## config.mk

```make
export PLATFORM = sky130hd
export DESIGN_NAME = instr_fetch_unit
export DESIGN_NICKNAME = d
export VERILOG_FILES = /design/src/rtl/cpu_pkg.sv /design/src/rtl/fetch_queue.sv /design/src/rtl/instr_fetch_unit.sv
export SDC_FILE = /design/constraint.sdc
export NUM_CORES = 1
export LEC_CHECK = 0
export CORE_UTILIZATION = 57
export DETAILED_ROUTE_END_ITERATION = 12
export HOLD_SLACK_MARGIN = 0.15
export PLACE_DENSITY = 0.87
export SYNTH_ARGS = -nofsm -noshare
export SYNTH_HDL_FRONTEND = slang
export SYNTH_HIERARCHICAL = 1
export SYNTH_SLANG_ARGS = --single-unit
```

## constraint.sdc

```tcl
create_clock -name clock -period 7.9 [get_ports clock]
set_input_delay 0.79 -clock clock [delete_from_list [all_inputs] [get_ports clock]]
set_output_delay 0.79 -clock clock [all_outputs]
set_load 0.01 [all_outputs]
```

## src/rtl/cpu_pkg.sv

```systemverilog
// Shared constants for the CPU front end.
//   CPU_DATA_W / CPU_ADDR_W : instruction and PC widths
//   CPU_PC_STEP             : byte increment between sequential instructions
//   ST_*                    : fetch FSM state encoding
package cpu_pkg;
  localparam int CPU_DATA_W  = 16;
  localparam int CPU_ADDR_W  = 16;
  localparam int CPU_PC_STEP = 4;

  localparam logic [1:0] ST_IDLE  = 2'b00;
  localparam logic [1:0] ST_WAIT  = 2'b01;
  localparam logic [1:0] ST_DRAIN = 2'b10;
endpackage

```

## src/rtl/fetch_queue.sv

```systemverilog
// Small shift-style FIFO holding fetched {instr, pc} entries.
// Slot 0 is always the head, so the head output is a plain register, and
// every slot at or above the count is kept at zero (empty head reads 0).
//   flush_i : drop all entries (wins over push/pop)
//   push_i  : write din_i behind the last valid entry
//   pop_i   : remove the head (ignored when empty)
//   count_o : number of valid entries
//   head_o  : head entry, zero when empty; valid_o : count_o != 0
module fetch_queue #(
  parameter int W     = 32,
  parameter int DEPTH = 2
) (
  input  logic                         clock,
  input  logic                         reset_n,
  input  logic                         flush_i,
  input  logic                         push_i,
  input  logic [W-1:0]                 din_i,
  input  logic                         pop_i,
  output logic [$clog2(DEPTH+1)-1:0]   count_o,
  output logic [W-1:0]                 head_o,
  output logic                         valid_o
);
  localparam int CW = $clog2(DEPTH+1);

  logic [DEPTH-1:0][W-1:0] slot_q, slot_d;
  logic [CW-1:0]           cnt_q, cnt_d, wr_idx;
  logic                    pop_v;

  assign pop_v = pop_i && (cnt_q != '0);

  always_comb begin
    slot_d = slot_q;
    cnt_d  = cnt_q;
    // write slot accounts for the same-cycle shift caused by a pop
    wr_idx = cnt_q - CW'(pop_v);
    if (flush_i) begin
      slot_d = '0;
      cnt_d  = '0;
    end else begin
      if (pop_v) begin
        for (int i = 0; i < DEPTH-1; i++) slot_d[i] = slot_q[i+1];
        slot_d[DEPTH-1] = '0;
      end
      if (push_i)
        for (int i = 0; i < DEPTH; i++)
          if (CW'(i) == wr_idx) slot_d[i] = din_i;
      cnt_d = cnt_q + CW'(push_i) - CW'(pop_v);
    end
  end

  always_ff @(posedge clock or negedge reset_n) begin
    if (!reset_n) begin
      slot_q <= '0;
      cnt_q  <= '0;
    end else begin
      slot_q <= slot_d;
      cnt_q  <= cnt_d;
    end
  end

  assign count_o = cnt_q;
  assign head_o  = slot_q[0];
  assign valid_o = (cnt_q != '0);
endmodule

```

## src/rtl/instr_fetch_unit.sv

```systemverilog
// Fetch stage: owns the PC, drives the instruction-memory handshake
// (one outstanding request) and hands {instr, pc} pairs to decode through
// a small prefetch queue.
//   clock, reset_n          : clock, async active-low reset
//   imem_req/addr/ack/rdata : instruction memory handshake (word address)
//   ir_valid/data/pc/ready  : valid/ready output toward decode
//   redirect/redirect_pc    : flush everything and restart at redirect_pc
module instr_fetch_unit import cpu_pkg::*; #(
  parameter int DATA_W                = CPU_DATA_W,
  parameter int ADDR_W                = CPU_ADDR_W,
  parameter int PC_STEP               = CPU_PC_STEP,
  parameter int QDEPTH                = 2,
  parameter logic [ADDR_W-1:0] RESET_PC = '0
) (
  input  logic              clock,
  input  logic              reset_n,
  output logic              imem_req,
  output logic [ADDR_W-3:0] imem_addr,
  input  logic              imem_ack,
  input  logic [DATA_W-1:0] imem_rdata,
  output logic              ir_valid,
  output logic [DATA_W-1:0] ir_data,
  output logic [ADDR_W-1:0] ir_pc,
  input  logic              ir_ready,
  input  logic              redirect,
  input  logic [ADDR_W-1:0] redirect_pc
);
  localparam int CW = $clog2(QDEPTH+1);

  logic [1:0]               state_q, state_d;
  logic [ADDR_W-1:0]        pc_q, pc_d;
  logic [ADDR_W-3:0]        addr_q;
  logic [CW-1:0]            count;
  logic [CW:0]              cnt_nxt;
  logic                     push, pop, credit;
  logic [DATA_W+ADDR_W-1:0] head;

  assign pop  = ir_valid && ir_ready;
  assign push = (state_q == ST_WAIT) && imem_ack && !redirect;

  // Occupancy after this edge; a request issued now lands in the slot this
  // leaves free, so credit exists while it stays below QDEPTH.
  assign cnt_nxt = redirect ? '0
                 : ({1'b0, count} + (CW+1)'(push) - (CW+1)'(pop));
  assign credit  = cnt_nxt < (CW+1)'(QDEPTH);

  always_comb begin
    state_d = state_q;
    case (state_q)
      ST_IDLE:  if (!redirect && credit) state_d = ST_WAIT;
      ST_WAIT: begin
        if (redirect)      state_d = imem_ack ? ST_IDLE : ST_DRAIN;
        else if (imem_ack) state_d = credit ? ST_WAIT : ST_IDLE;
      end
      ST_DRAIN: if (imem_ack) state_d = ST_IDLE;
      default:  state_d = ST_IDLE;
    endcase
  end

  always_comb begin
    pc_d = pc_q;
    if (redirect)  pc_d = redirect_pc & ~ADDR_W'(3);
    else if (push) pc_d = pc_q + ADDR_W'(PC_STEP);
  end

  always_ff @(posedge clock or negedge reset_n) begin
    if (!reset_n) begin
      state_q <= ST_IDLE;
      pc_q    <= RESET_PC;
      addr_q  <= '0;
    end else begin
      state_q <= state_d;
      pc_q    <= pc_d;
      // address only loads when a request is (re)issued, so it holds the
      // stale target through DRAIN while pc_q already points at the redirect
      if (state_d == ST_WAIT) addr_q <= pc_d[ADDR_W-1:2];
    end
  end

  assign imem_req  = (state_q != ST_IDLE);
  assign imem_addr = addr_q;

  fetch_queue #(.W(DATA_W+ADDR_W), .DEPTH(QDEPTH)) u_queue (
    .clock   (clock),
    .reset_n (reset_n),
    .flush_i (redirect),
    .push_i  (push),
    .din_i   ({imem_rdata, pc_q}),
    .pop_i   (pop),
    .count_o (count),
    .head_o  (head),
    .valid_o (ir_valid)
  );

  assign ir_data = head[DATA_W+ADDR_W-1:ADDR_W];
  assign ir_pc   = head[ADDR_W-1:0];
endmodule

```

==> key figures <==
Worst setup path
  – R2R setup slack: 3.32 ns
  – Critical-path maximum fanout: 65
  – Worst r2r dst: u_queue/head_o[9]$_DFF_PN0_
  – Reg-to-Reg Start: u_queue/count_o[1]$_DFF_PN0_
  – WP data required: 8.16 ns
  – Crit path arrival time: 4.84 ns
  – Critical Path Sink Type: flop
  – Worst r2r path cells: 10
  – CP Launch Type: flop
  – Setup Crit Path Kind: reg2reg

STA
  – Hold Vio Cnt, Final: 0
  – Setup violators final: 0
  – Clock skew: 0.0115 ns
  – Final critical-path required period: 4.58 ns
  – Hold slack: 0.343 ns
  – Max Slew Vio Count: 0
  – Setup TNS: 0 ns
  – Rel. slew slack: 0.200
  – Actual slew at the worst max-slew pin: 1.20 ns
  – Fin crit share: 0.580
  – RSZ-0062 raised after global routing: false
  – Fmax: 218 MHz

Die
  – Effective utilization at floorplan: 0.594
  – IO Count: 85
  – Die width: 95.0 microns
  – Die area: 0.00903 sq mm
  – FP Rows: 33
  – Core Area: 0.00830 sq mm
  – Vert. Die Dim: 95.0 microns

Synth
  – Synthesized cell area: 0.00493 sq mm
  – Share of synthesized registers carrying an async set or reset: 1.00
  – Post-synth EDFFs: 0
  – Share of the synthesized area in the top cell type: 0.487
  – Synthesized instance count: 518
  – Top cells by area, synth: dfrtp_1, a311oi_1, nand2_1, buf_4, o211ai_1
  – Yosys warnings: 6
  – Syn avg cell area: 9.52 sq um
  – Count leader, synth: dfrtp_1
  – Register area share after synthesis: 0.487
  – Yosys cell types: 41
  – Top FF cell, synth: dfrtp_1
  – Most frequent cells after synthesis: dfrtp_1, nand2_1, nand3_1
  – FF+latch count, synth: 96
  – Synth area leader: dfrtp_1

Finish
  – Design area: 0.00579 sq mm
  – Share of cells above drive strength 1: 0.0907
  – Final net count: 590
  – Register area: 0.00240 sq mm
  – Final Util: 0.697
  – Layout overhead on the synthesized area: 17.3%
  – Post-route insts no fill: 656
  – Area of the multi-input gates: 0.00212 sq mm
  – Diodes inserted: 0
  – Fillers: 641

Worst hold path
  – Worst min path class: in2async

Clock tree
  – Clock Sink Count: 96
  – Post CTS Setup Buffer Count: 0
  – H-tree depth: 3
  – Clock transition at path regs: 0.10 ns
  – PostCTS Resize Cnt: 0
  – CTS hold repair buffers: 0
  – Clock buffer depth: 2
  – CTS tree: built
  – Clock Latency Late Sink: 0.37 ns
  – Num CTS Buffers: 9
  – Root Buffer Master: clkbuf_8

Drt
  – DRT iter0 DRCs: 454
  – Detail Route Antenna Nets: 0
  – Wire per inst: 18.0 microns
  – Routed vias/inst: 6.26
  – Vias after detailed routing: 4108
  – DRC viols: 0
  – Drt total wl: 11800 microns
  – DR pass1 iterations: 5

Place
  – Gpl congestion: 0.756
  – I/O Buffers: 82
  – Area post-placement: 0.00557 sq mm
  – Placed Cells: 641
  – Detailed Place HPWL: 7180 microns

Power
  – Worst ir drop on vdd: 134 uV
  – Leak: 2.28 nW
  – Pwr Density: 211 mW/mm^2
  – Combinational power share: 0.226
  – Share of total power in the clock network: 0.292
  – Switching share of total power: 0.284
  – P_int: 0.873 mW
  – NetSw: 0.346 mW
  – Reg power frac: 0.482

Flow run
  – Max Cap Violations: 0

Global routing
  – Largest net degree at the start of global routing: 83
  – Vias in the first global route: 4151
  – Gr ovfl total: 0
  – First-pass GRT wire length: 19400 microns
  – Total GRT Usage: 0.277
  – Initial antenna violation count: 0

Status
  – Status: finished clean
[power by group through the flow]
stage,combinational (mW),sequential [mW],clock (mW)
6_report,0.275,0.587,0.356
5_1_grt,0.298,0.595,0.378
4_1_cts,0.277,0.588,0.357
3_5_place_dp,0.275,0.596,0
3_3_place_gp,0.267,0.593,0
2_1_floorplan,0.141,0.597,0
[stage by stage]
step	power (mW)	worst slack [ns]
after floorplan	0.738	4.73
after global placement	0.860	3.23
final	1.22	3.32
after global routing	1.27	3.05
after CTS	1.22	3.42
after detailed placement	0.871	3.16
[cell families after synthesis]
logic type,synth area share
fa+ha+maj,0.0167
other cells,0.000760
buf+inv,0.0918
flops,0.487
simple gates,0.177
xor+xnor,0.0264
mux,0.0408
compound gates,0.160
[critical path, stage by stage, from the launching register on]
cell and delay, ns:
dfrtp_1 0.55, or2_2 0.36, and2_1 0.20, o21ai_4 0.06
buf_4 0.55, inv_1 0.70, ha_1 0.53, xor2_4 0.51
buf_4 0.51, nor3_1 0.10, a311oi_1 0.33
[layout make-up]
class                   instances  share of cell area
clock buffers                  10              0.0238
clock inverters                 5              0.0136
inverters                      11             0.00714
multi-input cells             339               0.367
flip-flops and latches         96               0.415
well taps                     105              0.0227
repair buffers                 90               0.151
[registers in the layout (all words and copies together), names as in the netlist]
signal / cells
imem_addr: 14
pc_q: 14
state_q: 2
u_queue/count_o: 2
u_queue/head_o: 32
u_queue/slot_q: 32
[cells in the final DEF (no fill, tap or decap), drive strengths merged, types with 2 or more instances in the layout]
cell type	n
conb	4
nand2b	2
nor4	5
buf	10
bufinv	2
nor2	5
or3	2
inv	11
nand4	3
nor2b	3
a31oi	2
ha	5
clkinv	3
mux2	17
and2	3
o211ai	32
xnor2	3
a311oi	32
clkdlybuf4s50	80
nand3	40
a21oi	36
or2	2
nor3	37
clkbuf	10
o21ai	7
dfrtp	96
nand2	74
nand3b	2
xor2	11
a211o	2
[routing by layer]
layer	GRT usage	routed length, microns
met5	0	0
met4	0.131	189
met3	0.0470	734
met2	0.438	5820
met1	0.374	5080
[worst max path at each step]
stage | startpoint | end | slack (ns) | cells past startpoint
2_1_floorplan | redirect | imem_addr[10]$_DFFE_PN0N_ | 4.73 | 10
3_3_place_gp | ir_ready | u_queue/head_o[9]$_DFF_PN0_ | 3.23 | 10
3_5_place_dp | ir_ready | u_queue/head_o[8]$_DFF_PN0_ | 3.16 | 10
4_1_cts | u_queue/count_o[1]$_DFF_PN0_ | u_queue/head_o[8]$_DFF_PN0_ | 3.42 | 10
5_1_grt | u_queue/count_o[1]$_DFF_PN0_ | u_queue/head_o[10]$_DFF_PN0_ | 3.05 | 10
6_report | u_queue/count_o[1]$_DFF_PN0_ | u_queue/head_o[9]$_DFF_PN0_ | 3.32 | 10
(Power assumes the default switching activity.)
==> patch, RTL diff (same settings) <==
`QDEPTH`: 2 -> 1.
--- a/src/rtl/instr_fetch_unit.sv
+++ b/src/rtl/instr_fetch_unit.sv
@@ -11,3 +11,3 @@
   parameter int PC_STEP               = CPU_PC_STEP,
-  parameter int QDEPTH                = 2,
+  parameter int QDEPTH                = 1,
   parameter logic [ADDR_W-1:0] RESET_PC = '0
Formal check against the unedited RTL: not equivalent (a bounded check fails within 4 cycles, from zero or initial values and one cycle with reset_n low).
==> patch against the unedited design <==
  * Die area decreased by 30%
  * Worst setup slack improved by 0.85 ns
  * Sequential cell count decreased by 33
  * Non-clock buffer count decreased by 2
  * Area after synthesis decreased by 31%
  * Power decreased by 19%
  * Wire length decreased by 30%
  * Final area decreased by 23%
  * Maximum frequency increased by 23%
  * Largest cell class is now multi-input combinational cells
==> patch: results (changes against the unedited design) <==
# Post-CTS Setup Buffers 0 (unchanged); Max Buffers Root-to-Sink 2 (unchanged); initial antenna violation count 0 (unchanged); multiplexer share of the synthesized area 16.55% (was 4.083%); register area share after synthesis 46.04% (was 48.69%); Synthesis Warnings 6 (unchanged); H-Tree Depth 3 (unchanged); post-synthesis area per instance 10.87 µm² (was 9.524 µm²); Pleak 1.679 nW (was 2.280 nW); main area contributors after synthesis dfrtp_1 (46%), mux2i_1 (9.6%), a32oi_1 (8.2%) (was dfrtp_1 (49%), a311oi_1 (5.7%), nand2_1 (5.6%)); Final nets 430 (was 590); Fillers 370 (was 641); max_slew headroom 44.39% (was 20.01%); Worst-path clk slew 0.07 ns (was 0.10 ns); # rows 27 (was 33); largest net degree at the start of global routing 66 (was 83); first-pass GRT wire length 13.08 mm (was 19.37 mm); share of cells above drive strength 1 12.66% (was 9.074%); Pre-Repair DR Iteration Count 4 (was 5); Routed WL per cell 17.72 µm (was 18.02 µm); final HPWL from detailed placement 5.077 mm (was 7.180 mm); placed cell area 4233 µm² (was 5570 µm²); # placed instances 451 (was 641); Final Wtd Congestion 0.7949 (was 0.7562); post-route clock period utilization 47.21% (was 58.01%); IR drop worst, VDD 0.1666 mV (was 0.1344 mV); Post-Synth Adder-Cell Area 1.096% (was 1.674%); Cell variety after synth 40 (was 41); Crit path largest cell delay 0.53 ns (was 0.70 ns); worst reg2reg setup slack 4.91 ns (was 3.32 ns); GRT Overall Usage 27.16% (was 27.74%); Compound-Gate Fraction of Synth Area 14.69% (was 16.00%); worst-skew pair later-pin latency 0.33 ns (was 0.37 ns); DRT iter0 DRCs 226 (was 454); via count of the first global-routing pass 2642 (was 4151); r2r startpoint state_q[1]$_DFF_PN0_ (was u_queue/count_o[1]$_DFF_PN0_); PostCTS Resize Cnt 0 (unchanged); status complete, no violations (unchanged); Vias/cell 6.060 (was 6.262); WL final 8.277 mm (was 11.82 mm); hold crit path type flop to flop (was input pin to asynchronous set/reset pin); Worst path slowest cell nand4bb_1 (was inv_1); CP startpoint redirect (was u_queue/count_o[1]$_DFF_PN0_); TritonCTS buffer count 9 (unchanged); Post-Synth XOR/XNOR Area 3.325% (was 2.638%); dpl ws 3.784 ns (was 3.161 ns); hold_ws 0.5108 ns (was 0.3434 ns); Max FO, Critical Path 46 (was 65); commonest cells in the netlist dfrtp_1 (63), a21oi_1 (35), mux2i_1 (33) (was dfrtp_1 (96), nand2_1 (74), nand3_1 (40)); Layout Skew 0.007159 ns (was 0.01155 ns)
-- patch: changes by cell type in the layout (fill, tap and decap cells not counted), sizes merged, moves of 3 or more --
cell / change
or2: +31
a32oi: +32
mux2i: +32
nand3: -35
o211ai: -32
a311oi: -32
inv: -6
buf: -3
nand2: -67
mux2: +4
dfrtp: -33
o21ai: -3
nor3: -32
-- patch: routing by layer --
layer | vias to the layer above | track usage, % | share of wire (%)
met5 | - | 0 | 0
met3 | 16 | 4.914 | 4.6
met4 | 0 | 11.64 | 2.2
met2 | 93 | 43.68 | 49
met1 | 1405 | 35.94 | 44
li1 | 1316 | - | -
-- patch: worst paths after layout --
path	to	cells after the start
max	imem_addr[10]$_DFFE_PN0N_	10
min	imem_addr[6]$_DFFE_PN0N_	1
max reg2reg	imem_addr[10]$_DFFE_PN0N_	8
min reg2reg	imem_addr[6]$_DFFE_PN0N_	1
max in group asynchronous	imem_addr[0]$_DFFE_PN0N_	2
min in group asynchronous	u_queue/head_o[25]$_DFF_PN0_	2
-- patch: area by class of cell --
cell class	instances	area (µm²)	share of cell area, %
Clock buffer	10	127.6	2.871
Clock inverter	6	85.08	1.914
Inverter	6	22.52	0.5066
Multi-Input combinational cell	222	1683	37.86
Sequential cell	63	1577	35.46
Tap cell	72	90.09	2.026
Timing Repair Buffer	88	860.8	19.36
-- patch: report_power, final --
group          internal (mW)  switching (mW)  total, mW
clock                  0.177           0.127      0.304
combinational          0.150           0.120      0.270
sequential             0.372          0.0430      0.415
-- patch: cells by family (layout without fill, tap and decap cells) --
kind of cell             count (synthesis)  in the layout
AO/OA/AOI/OAI                           75             75
other                                    1              4
AND/OR/NAND/NOR                         73             73
flip-flops                              63             63
XOR/XNOR                                13             13
buffers and inverters                   33            110
adder cells (fa/ha/maj)                  3              3
multiplexers                            54             54
